<file path="config.mk">
export PLATFORM = sky130hd
export DESIGN_NAME = lsu_flat
export DESIGN_NICKNAME = d
export VERILOG_FILES = /design/src/rtl/lsu_pkg.sv /design/src/rtl/lsu_if.sv /design/src/rtl/lsu_align.sv /design/src/rtl/lsu.sv /design/src/flat_wrapper.sv
export SDC_FILE = /design/constraint.sdc
export NUM_CORES = 1
export LEC_CHECK = 0
export CAP_MARGIN = 20
export CELL_PAD_IN_SITES_DETAIL_PLACEMENT = 1
export CELL_PAD_IN_SITES_GLOBAL_PLACEMENT = 2
export CORE_MARGIN = 2
export CORE_UTILIZATION = 28
export CTS_BUF_LIST = sky130_fd_sc_hd__clkbuf_4 sky130_fd_sc_hd__clkbuf_8
export CTS_CLUSTER_SIZE = 20
export DETAILED_ROUTE_END_ITERATION = 10
export PLACE_DENSITY_LB_ADDON = 0.1
export SYNTH_ARGS = -nofsm -noshare
export SYNTH_HDL_FRONTEND = slang
export SYNTH_SLANG_ARGS = --single-unit
</file>
<file path="constraint.sdc">
create_clock -name clk -period 6.2 [get_ports clk]
set_input_delay 1.55 -clock clk [delete_from_list [all_inputs] [get_ports clk]]
set_output_delay 1.55 -clock clk [all_outputs]
set_load 0.1 [all_outputs]
</file>
<file path="src/rtl/lsu_pkg.sv">
// Shared load/store unit definitions.
// Holds the access-size encodings, the LSU state enum and the byte-strobe masks
// for each size. Imported by lsu_align and lsu.
package lsu_pkg;

    // Access size encodings (req_size)
    localparam logic [1:0] SZ_B = 2'b00;
    localparam logic [1:0] SZ_H = 2'b01;
    localparam logic [1:0] SZ_W = 2'b10;
    localparam logic [1:0] SZ_D = 2'b11;

    // Unshifted byte-strobe masks per size
    localparam logic [7:0] STRB_B = 8'h01;
    localparam logic [7:0] STRB_H = 8'h03;
    localparam logic [7:0] STRB_W = 8'h0F;
    localparam logic [7:0] STRB_D = 8'hFF;

    typedef enum logic [1:0] {
        StIdle,
        StReq,
        StWait,
        StDone
    } lsu_state_e;

endpackage

</file>
<file path="src/rtl/lsu_if.sv">
// Data-bus interface between the LSU (master) and memory (slave).
// Signals:
//   bus_req    master->slave  request valid, held until bus_gnt
//   bus_we     master->slave  1 = write
//   bus_addr   master->slave  doubleword-aligned address
//   bus_wdata  master->slave  lane-aligned write data
//   bus_wstrb  master->slave  byte strobes
//   bus_gnt    slave->master  request accepted this cycle
//   bus_rvalid slave->master  read data valid
//   bus_rdata  slave->master  doubleword-aligned read data
interface lsu_if #(
    parameter int unsigned ADDR_W = 64
) ();
    logic              bus_req;
    logic              bus_we;
    logic [ADDR_W-1:0] bus_addr;
    logic [63:0]       bus_wdata;
    logic [7:0]        bus_wstrb;
    logic              bus_gnt;
    logic              bus_rvalid;
    logic [63:0]       bus_rdata;

    modport master (
        output bus_req, bus_we, bus_addr, bus_wdata, bus_wstrb,
        input  bus_gnt, bus_rvalid, bus_rdata
    );

    modport slave (
        input  bus_req, bus_we, bus_addr, bus_wdata, bus_wstrb,
        output bus_gnt, bus_rvalid, bus_rdata
    );
endinterface

</file>
<file path="src/rtl/lsu_align.sv">
// Combinational lane alignment for the LSU.
// Ports:
//   size_i     access size (SZ_B/H/W/D)
//   offset_i   byte offset within the doubleword (addr[2:0])
//   wdata_i    right-aligned store data
//   rdata_i    doubleword-aligned read data from the bus
//   wstrb_o    size mask shifted to the byte lane
//   wdata_o    store data shifted to the byte lane
//   misalign_o address not naturally aligned for size_i
//   rdata_o    read data shifted down to bit 0, bytes above size zeroed
module lsu_align
    import lsu_pkg::*;
(
    input  logic [1:0]  size_i,
    input  logic [2:0]  offset_i,
    input  logic [63:0] wdata_i,
    input  logic [63:0] rdata_i,
    output logic [7:0]  wstrb_o,
    output logic [63:0] wdata_o,
    output logic        misalign_o,
    output logic [63:0] rdata_o
);

    logic [7:0]  size_mask;
    logic [63:0] bit_mask;
    logic [63:0] rdata_sh;

    always_comb begin
        size_mask  = STRB_B;
        misalign_o = 1'b0;
        unique case (size_i)
            SZ_B: begin
                size_mask  = STRB_B;
                misalign_o = 1'b0;
            end
            SZ_H: begin
                size_mask  = STRB_H;
                misalign_o = offset_i[0];
            end
            SZ_W: begin
                size_mask  = STRB_W;
                misalign_o = |offset_i[1:0];
            end
            SZ_D: begin
                size_mask  = STRB_D;
                misalign_o = |offset_i;
            end
        endcase

        // Expand the byte mask to a bit mask for zero-extension of read data
        bit_mask = '0;
        for (int i = 0; i < 8; i++) begin
            bit_mask[8*i +: 8] = {8{size_mask[i]}};
        end

        wstrb_o  = size_mask << offset_i;
        wdata_o  = wdata_i << {offset_i, 3'b000};
        rdata_sh = rdata_i >> {offset_i, 3'b000};
        rdata_o  = rdata_sh & bit_mask;
    end

endmodule

</file>
<file path="src/rtl/lsu.sv">
// Load/store unit: memory stage after ctrl. Runs one access per memory
// instruction on a request/grant/response bus and stalls the core until done.
// Ports:
//   clk, rst      core clock, synchronous active-high reset
//   req_*         memory instruction (valid, write, size, address, store data)
//   stall         freeze PC and regfile write while the access is in flight
//   done          one-cycle completion pulse; misalign/bus_err/mem_rd_data valid with it
//   mem_rd_data   lane-extracted, zero-extended load data (sign extension is ctrl's job)
//   bus           lsu_if master modport
module lsu
    import lsu_pkg::*;
#(
    parameter int unsigned TIMEOUT_CYCLES = 255,
    parameter int unsigned ADDR_W         = 64
) (
    input  logic              clk,
    input  logic              rst,
    input  logic              req_valid,
    input  logic              req_wr,
    input  logic [1:0]        req_size,
    input  logic [ADDR_W-1:0] req_addr,
    input  logic [63:0]       req_wdata,
    output logic              stall,
    output logic              done,
    output logic              misalign,
    output logic              bus_err,
    output logic [63:0]       mem_rd_data,
    lsu_if.master             bus
);

    localparam int unsigned     CntW    = $clog2(TIMEOUT_CYCLES + 1);
    localparam logic [CntW-1:0] CntLast = CntW'(TIMEOUT_CYCLES - 1);

    lsu_state_e        state_q;
    logic              wr_q;
    logic [1:0]        size_q;
    logic [2:0]        off_q;
    logic [CntW-1:0]   cnt_q;
    logic              done_q;
    logic              misalign_q;
    logic              bus_err_q;
    logic [63:0]       rd_data_q;
    logic              bus_req_q;
    logic              bus_we_q;
    logic [ADDR_W-1:0] bus_addr_q;
    logic [63:0]       bus_wdata_q;
    logic [7:0]        bus_wstrb_q;

    logic              in_idle;
    logic [1:0]        al_size;
    logic [2:0]        al_off;
    logic [7:0]        al_wstrb;
    logic [63:0]       al_wdata;
    logic              al_misalign;
    logic [63:0]       al_rdata;

    // In IDLE the aligner sees the incoming request; afterwards the captured one
    assign in_idle = (state_q == StIdle);
    assign al_size = in_idle ? req_size : size_q;
    assign al_off  = in_idle ? req_addr[2:0] : off_q;

    lsu_align u_align (
        .size_i     (al_size),
        .offset_i   (al_off),
        .wdata_i    (req_wdata),
        .rdata_i    (bus.bus_rdata),
        .wstrb_o    (al_wstrb),
        .wdata_o    (al_wdata),
        .misalign_o (al_misalign),
        .rdata_o    (al_rdata)
    );

    always_ff @(posedge clk) begin
        if (rst) begin
            state_q     <= StIdle;
            wr_q        <= 1'b0;
            size_q      <= '0;
            off_q       <= '0;
            cnt_q       <= '0;
            done_q      <= 1'b0;
            misalign_q  <= 1'b0;
            bus_err_q   <= 1'b0;
            rd_data_q   <= '0;
            bus_req_q   <= 1'b0;
            bus_we_q    <= 1'b0;
            bus_addr_q  <= '0;
            bus_wdata_q <= '0;
            bus_wstrb_q <= '0;
        end else begin
            // Completion outputs are single-cycle unless set below
            done_q     <= 1'b0;
            misalign_q <= 1'b0;
            bus_err_q  <= 1'b0;
            rd_data_q  <= '0;
            unique case (state_q)
                StIdle: begin
                    if (req_valid) begin
                        wr_q   <= req_wr;
                        size_q <= req_size;
                        off_q  <= req_addr[2:0];
                        if (al_misalign) begin
                            state_q    <= StDone;
                            done_q     <= 1'b1;
                            misalign_q <= 1'b1;
                        end else begin
                            state_q     <= StReq;
                            cnt_q       <= '0;
                            bus_req_q   <= 1'b1;
                            bus_we_q    <= req_wr;
                            bus_addr_q  <= {req_addr[ADDR_W-1:3], 3'b000};
                            bus_wdata_q <= al_wdata;
                            bus_wstrb_q <= al_wstrb;
                        end
                    end
                end
                StReq: begin
                    // A grant in the limit cycle takes priority over the timeout
                    if (bus.bus_gnt || cnt_q == CntLast) begin
                        bus_req_q   <= 1'b0;
                        bus_we_q    <= 1'b0;
                        bus_addr_q  <= '0;
                        bus_wdata_q <= '0;
                        bus_wstrb_q <= '0;
                    end
                    if (bus.bus_gnt) begin
                        if (wr_q) begin
                            state_q <= StDone;
                            done_q  <= 1'b1;
                        end else begin
                            state_q <= StWait;
                            cnt_q   <= '0;
                        end
                    end else if (cnt_q == CntLast) begin
                        state_q   <= StDone;
                        done_q    <= 1'b1;
                        bus_err_q <= 1'b1;
                    end else begin
                        cnt_q <= cnt_q + CntW'(1);
                    end
                end
                StWait: begin
                    if (bus.bus_rvalid) begin
                        state_q   <= StDone;
                        done_q    <= 1'b1;
                        rd_data_q <= al_rdata;
                    end else if (cnt_q == CntLast) begin
                        state_q   <= StDone;
                        done_q    <= 1'b1;
                        bus_err_q <= 1'b1;
                    end else begin
                        cnt_q <= cnt_q + CntW'(1);
                    end
                end
                StDone: begin
                    state_q <= StIdle;
                end
                default: begin
                    state_q <= StIdle;
                end
            endcase
        end
    end

    // Released in DONE so the core retires the instruction at the end of that cycle
    assign stall = (in_idle && req_valid) || (state_q == StReq) || (state_q == StWait);

    assign done          = done_q;
    assign misalign      = misalign_q;
    assign bus_err       = bus_err_q;
    assign mem_rd_data   = rd_data_q;
    assign bus.bus_req   = bus_req_q;
    assign bus.bus_we    = bus_we_q;
    assign bus.bus_addr  = bus_addr_q;
    assign bus.bus_wdata = bus_wdata_q;
    assign bus.bus_wstrb = bus_wstrb_q;

endmodule

</file>
<file path="src/flat_wrapper.sv">
// flat-port wrapper written by rule: the top's interface ports become plain ports
module lsu_flat import lsu_pkg::*;
#(
    parameter int unsigned TIMEOUT_CYCLES = 255,
    parameter int unsigned ADDR_W         = 64
)
  (clk, rst, req_valid, req_wr, req_size, req_addr, req_wdata, stall, done, misalign, bus_err, mem_rd_data, bus_bus_req, bus_bus_we, bus_bus_addr, bus_bus_wdata, bus_bus_wstrb, bus_bus_gnt, bus_bus_rvalid, bus_bus_rdata);
  lsu_if #(.ADDR_W(ADDR_W)) bus_i ();
  input  logic clk;
  input  logic rst;
  input  logic req_valid;
  input  logic req_wr;
  input  logic [1:0] req_size;
  input  logic [ADDR_W-1:0] req_addr;
  input  logic [63:0] req_wdata;
  output logic stall;
  output logic done;
  output logic misalign;
  output logic bus_err;
  output logic [63:0] mem_rd_data;
  output wire logic [$bits(bus_i.bus_req)-1:0] bus_bus_req;
  output wire logic [$bits(bus_i.bus_we)-1:0] bus_bus_we;
  output wire logic [$bits(bus_i.bus_addr)-1:0] bus_bus_addr;
  output wire logic [$bits(bus_i.bus_wdata)-1:0] bus_bus_wdata;
  output wire logic [$bits(bus_i.bus_wstrb)-1:0] bus_bus_wstrb;
  input wire logic [$bits(bus_i.bus_gnt)-1:0] bus_bus_gnt;
  input wire logic [$bits(bus_i.bus_rvalid)-1:0] bus_bus_rvalid;
  input wire logic [$bits(bus_i.bus_rdata)-1:0] bus_bus_rdata;
  assign bus_bus_req = bus_i.bus_req;
  assign bus_bus_we = bus_i.bus_we;
  assign bus_bus_addr = bus_i.bus_addr;
  assign bus_bus_wdata = bus_i.bus_wdata;
  assign bus_bus_wstrb = bus_i.bus_wstrb;
  assign bus_i.bus_gnt = bus_bus_gnt;
  assign bus_i.bus_rvalid = bus_bus_rvalid;
  assign bus_i.bus_rdata = bus_bus_rdata;
  lsu #(.TIMEOUT_CYCLES(TIMEOUT_CYCLES), .ADDR_W(ADDR_W)) u_core (.clk(clk), .rst(rst), .req_valid(req_valid), .req_wr(req_wr), .req_size(req_size), .req_addr(req_addr), .req_wdata(req_wdata), .stall(stall), .done(done), .misalign(misalign), .bus_err(bus_err), .mem_rd_data(mem_rd_data), .bus(bus_i));
endmodule
</file>
==> flow_summary.json <==
{
  "worst_ep_required_time_ps": 4650,
  "setup_violations": 0,
  "dieArea_mm2": 0.0404,
  "p_per_area_mw_per_mm2": 497,
  "fp.dieW_um": 201,
  "place_congestion": 0.812,
  "fin_nets": 1873,
  "period_share_pct": 75.0,
  "seqPwrFrac_pct": 21.8,
  "drc_errors": 0,
  "layout-drive-gt1-share_pct": 8.64,
  "drv_cap": 0,
  "rsz0062_at_grt": "no",
  "cts_tree": "built",
  "synth_edf_count": 0,
  "critical_path.endpoint_type": "output port",
  "core_mm2": 0.0385,
  "setup_ws_ps": 1550,
  "setup.worst_path.class": "in2out",
  "postLayoutCellArea_mm2": 0.0162,
  "ys_types": 60,
  "tightestPinTransition_ps": 1140,
  "crit_chain": "clkdlybuf4s50_1 -> nand2_1 -> nand2_1 -> buf_4",
  "setup_tns_ps": 0,
  "h-tree-depth": 2,
  "clockRootBuffer": "clkbuf_8",
  "cp-start-kind": "input port",
  "hp-class": "reg2reg",
  "postSynthCellCount": 1312,
  "yosysSeqAreaShare_pct": 40.1,
  "instances_no_fill": 2222,
  "cpPeakStageDelay_ps": 710,
  "power.internal_mw": 3.86,
  "wire_per_inst_um": 22.0,
  "grt_pass1_wl_um": 74400,
  "irDropWorstVdd_mv": 0.297,
  "switching_share_pct": 52.0,
  "status": "completed",
  "grt_max_degree": 71,
  "hold_violations": 0,
  "vias": 11300,
  "syn-cell-area_mm2": 0.0109,
  "whs_ps": 442,
  "max-slew-margin-rel_pct": 23.7,
  "final_cell_mix": "clkdlybuf4s50_1 (400), nand2_1 (289), dfxtp_1 (218)",
  "grt_overflow_total": 0,
  "yosys_register_bits": 218,
  "syn_avg_cell_area_um2": 8.29,
  "total_power_mw": 8.04,
  "final_common_cell": "clkdlybuf4s50_1",
  "crit_buf_inv": 2,
  "cts_setup_buffers": 0,
  "skew_ps": 33.8,
  "crit_family": "buffers and inverters",
  "dr.pass1.iters": 5,
  "insertion_delay_ps": 620,
  "cts_hold_buf": 0,
  "pwr-share-clk_pct": 20.5,
  "antenna_found_initial": 2,
  "switching_power_mw": 4.18,
  "routed_wirelength_um": 49000,
  "p_comb_share_pct": 57.7,
  "placed_cell_area_mm2": 0.0152,
  "start_util_pct": 28.3,
  "period_needed_ps": 4650,
  "postRouteAntennaNets": 0,
  "synth_flop_cell": "dfxtp_1",
  "fin_util_pct": 42.1,
  "pre_cts_slack_ps": 1520,
  "clock_path_buffers": 3,
  "drt_iter0_drc": 609,
  "worstPathArrival_ps": 3100,
  "grt_pass1_vias": 11800,
  "cts_buffers": 43,
  "post_cts_resized": 0,
  "hpwl_um": 34800,
  "num_rows": 72,
  "async_flop_share_pct": 0,
  "yosysWarningCount": 0,
  "slew_viol_final": 0,
  "cts_sinks": 218,
  "die_h_um": 201,
  "cpMostUsedCell": "nand2_1",
  "syn_to_final_growth_pct": 48.9,
  "grt_usage_pct": 23.7,
  "p_leak_nw": 5.99,
  "slowest_stage": "clkdlybuf4s50_1",
  "fmax_ghz": 0.215,
  "io_buffers": 402,
  "viasPerCell": 5.07,
  "crit_fanout": 9,
  "dp.cells": 2139,
  "clkTransAtPathRegs_ps": 50,
  "ios": 406
}
[worst paths after layout]
| kind | start | end | slack (ps) | cells after the start |
|---|---|---|---|---|
| max reg2reg | u_core.state_q[0] | u_core.mem_rd_data[21] | 2570 | 9 |
| min reg2reg | u_core.bus.bus_wdata[54] | u_core.bus.bus_wdata[54] | 440 | 2 |
| max | req_valid | stall | 1550 | 4 |
| min | u_core.bus.bus_wdata[54] | u_core.bus.bus_wdata[54] | 440 | 2 |
[cell type report]
type / instances / area [um2]
flip-flops and latches: 218 / 4360
inverters: 3 / 11.3
diodes: 3 / 7.51
well taps: 518 / 648
multi-input cells: 979 / 5970
clock buffers: 72 / 928
clock inverters: 7 / 52.6
fillers: 4513 / 22300
repair buffers: 422 / 4210
[sequential cells by signal, summed over array words and instances, names as in the netlist]
name                  count
u_core.mem_rd_data       64
u_core.bus.bus_wdata     64
u_core.bus.bus_addr      61
u_core.bus_err            1
u_core.state_q            2
u_core.cnt_q              8
u_core.misalign           1
u_core.bus.bus_we         1
u_core.wr_q               1
u_core.bus.bus_wstrb      8
u_core.done               1
u_core.bus.bus_req        1
u_core.size_q             2
u_core.off_q              3
[cell usage after synthesis, types with 11 or more instances]
library cell  number  area [um2]
nor2_1            80         300
o2bb2ai_1         12         105
nand3_1           52         260
and2_1            11        68.8
buf_4             11        82.6
buf_2             44         220
o21ai_1           11        55.1
a31oi_1           20         125
a211oi_1          11        82.6
mux2i_1           70         701
clkbuf_1          44         165
nand3b_1          90         676
a32o_1            13         130
nand2_1          289        1080
mux4_2            14         315
o21ai_0           33         165
a21oi_1          146         731
dfxtp_1          218        4360
[worst register-to-register path: cells and delay by family (launching register included)]
kind                       cells  cell delay (ps)
muxes                          2             1220
buffers and inverters          3              950
adders and majority gates      1              650
and+or+nand+nor                2              160
DFF                            1              330
AOI/OAI and AO/OA              1              170
[power groups by stage]
| stage | combinational [mW] | sequential, mW | clock (mW) |
|---|---|---|---|
| after detailed placement | 4.65 | 1.77 | 0 |
| final | 4.64 | 1.75 | 1.65 |
| after CTS | 4.67 | 1.75 | 1.70 |
| after global placement | 4.63 | 1.77 | 0 |
| after global routing | 4.94 | 1.78 | 1.76 |
| after floorplan | 2.00 | 3.19 | 0 |
[cell families (layout without fill, tap and decap cells)]
kind of cell | count (synthesis) | in the layout | share of synthesized area (%)
AO/OA/AOI/OAI | 300 | 300 | 17.1
adder cells (fa/ha/maj) | 6 | 6 | 0.690
buffers and inverters | 117 | 504 | 5.49
flip-flops | 218 | 218 | 40.1
multiplexers | 98 | 98 | 11.7
other | 1 | 6 | 0.0345
AND/OR/NAND/NOR | 572 | 572 | 24.9
[per-layer routing]
layer  vias up  global-route usage, %  part of all wire (%)  wire length [um]
li1       5344                      -                     -                 -
met1      5465                   31.4                    46             22600
met2       388                   37.1                    44             21800
met3        65                   7.71                   7.9              3870
met4         0                   5.98                   1.6               794
met5         -                      0                     0                 0
(Power assumes the default switching activity.)
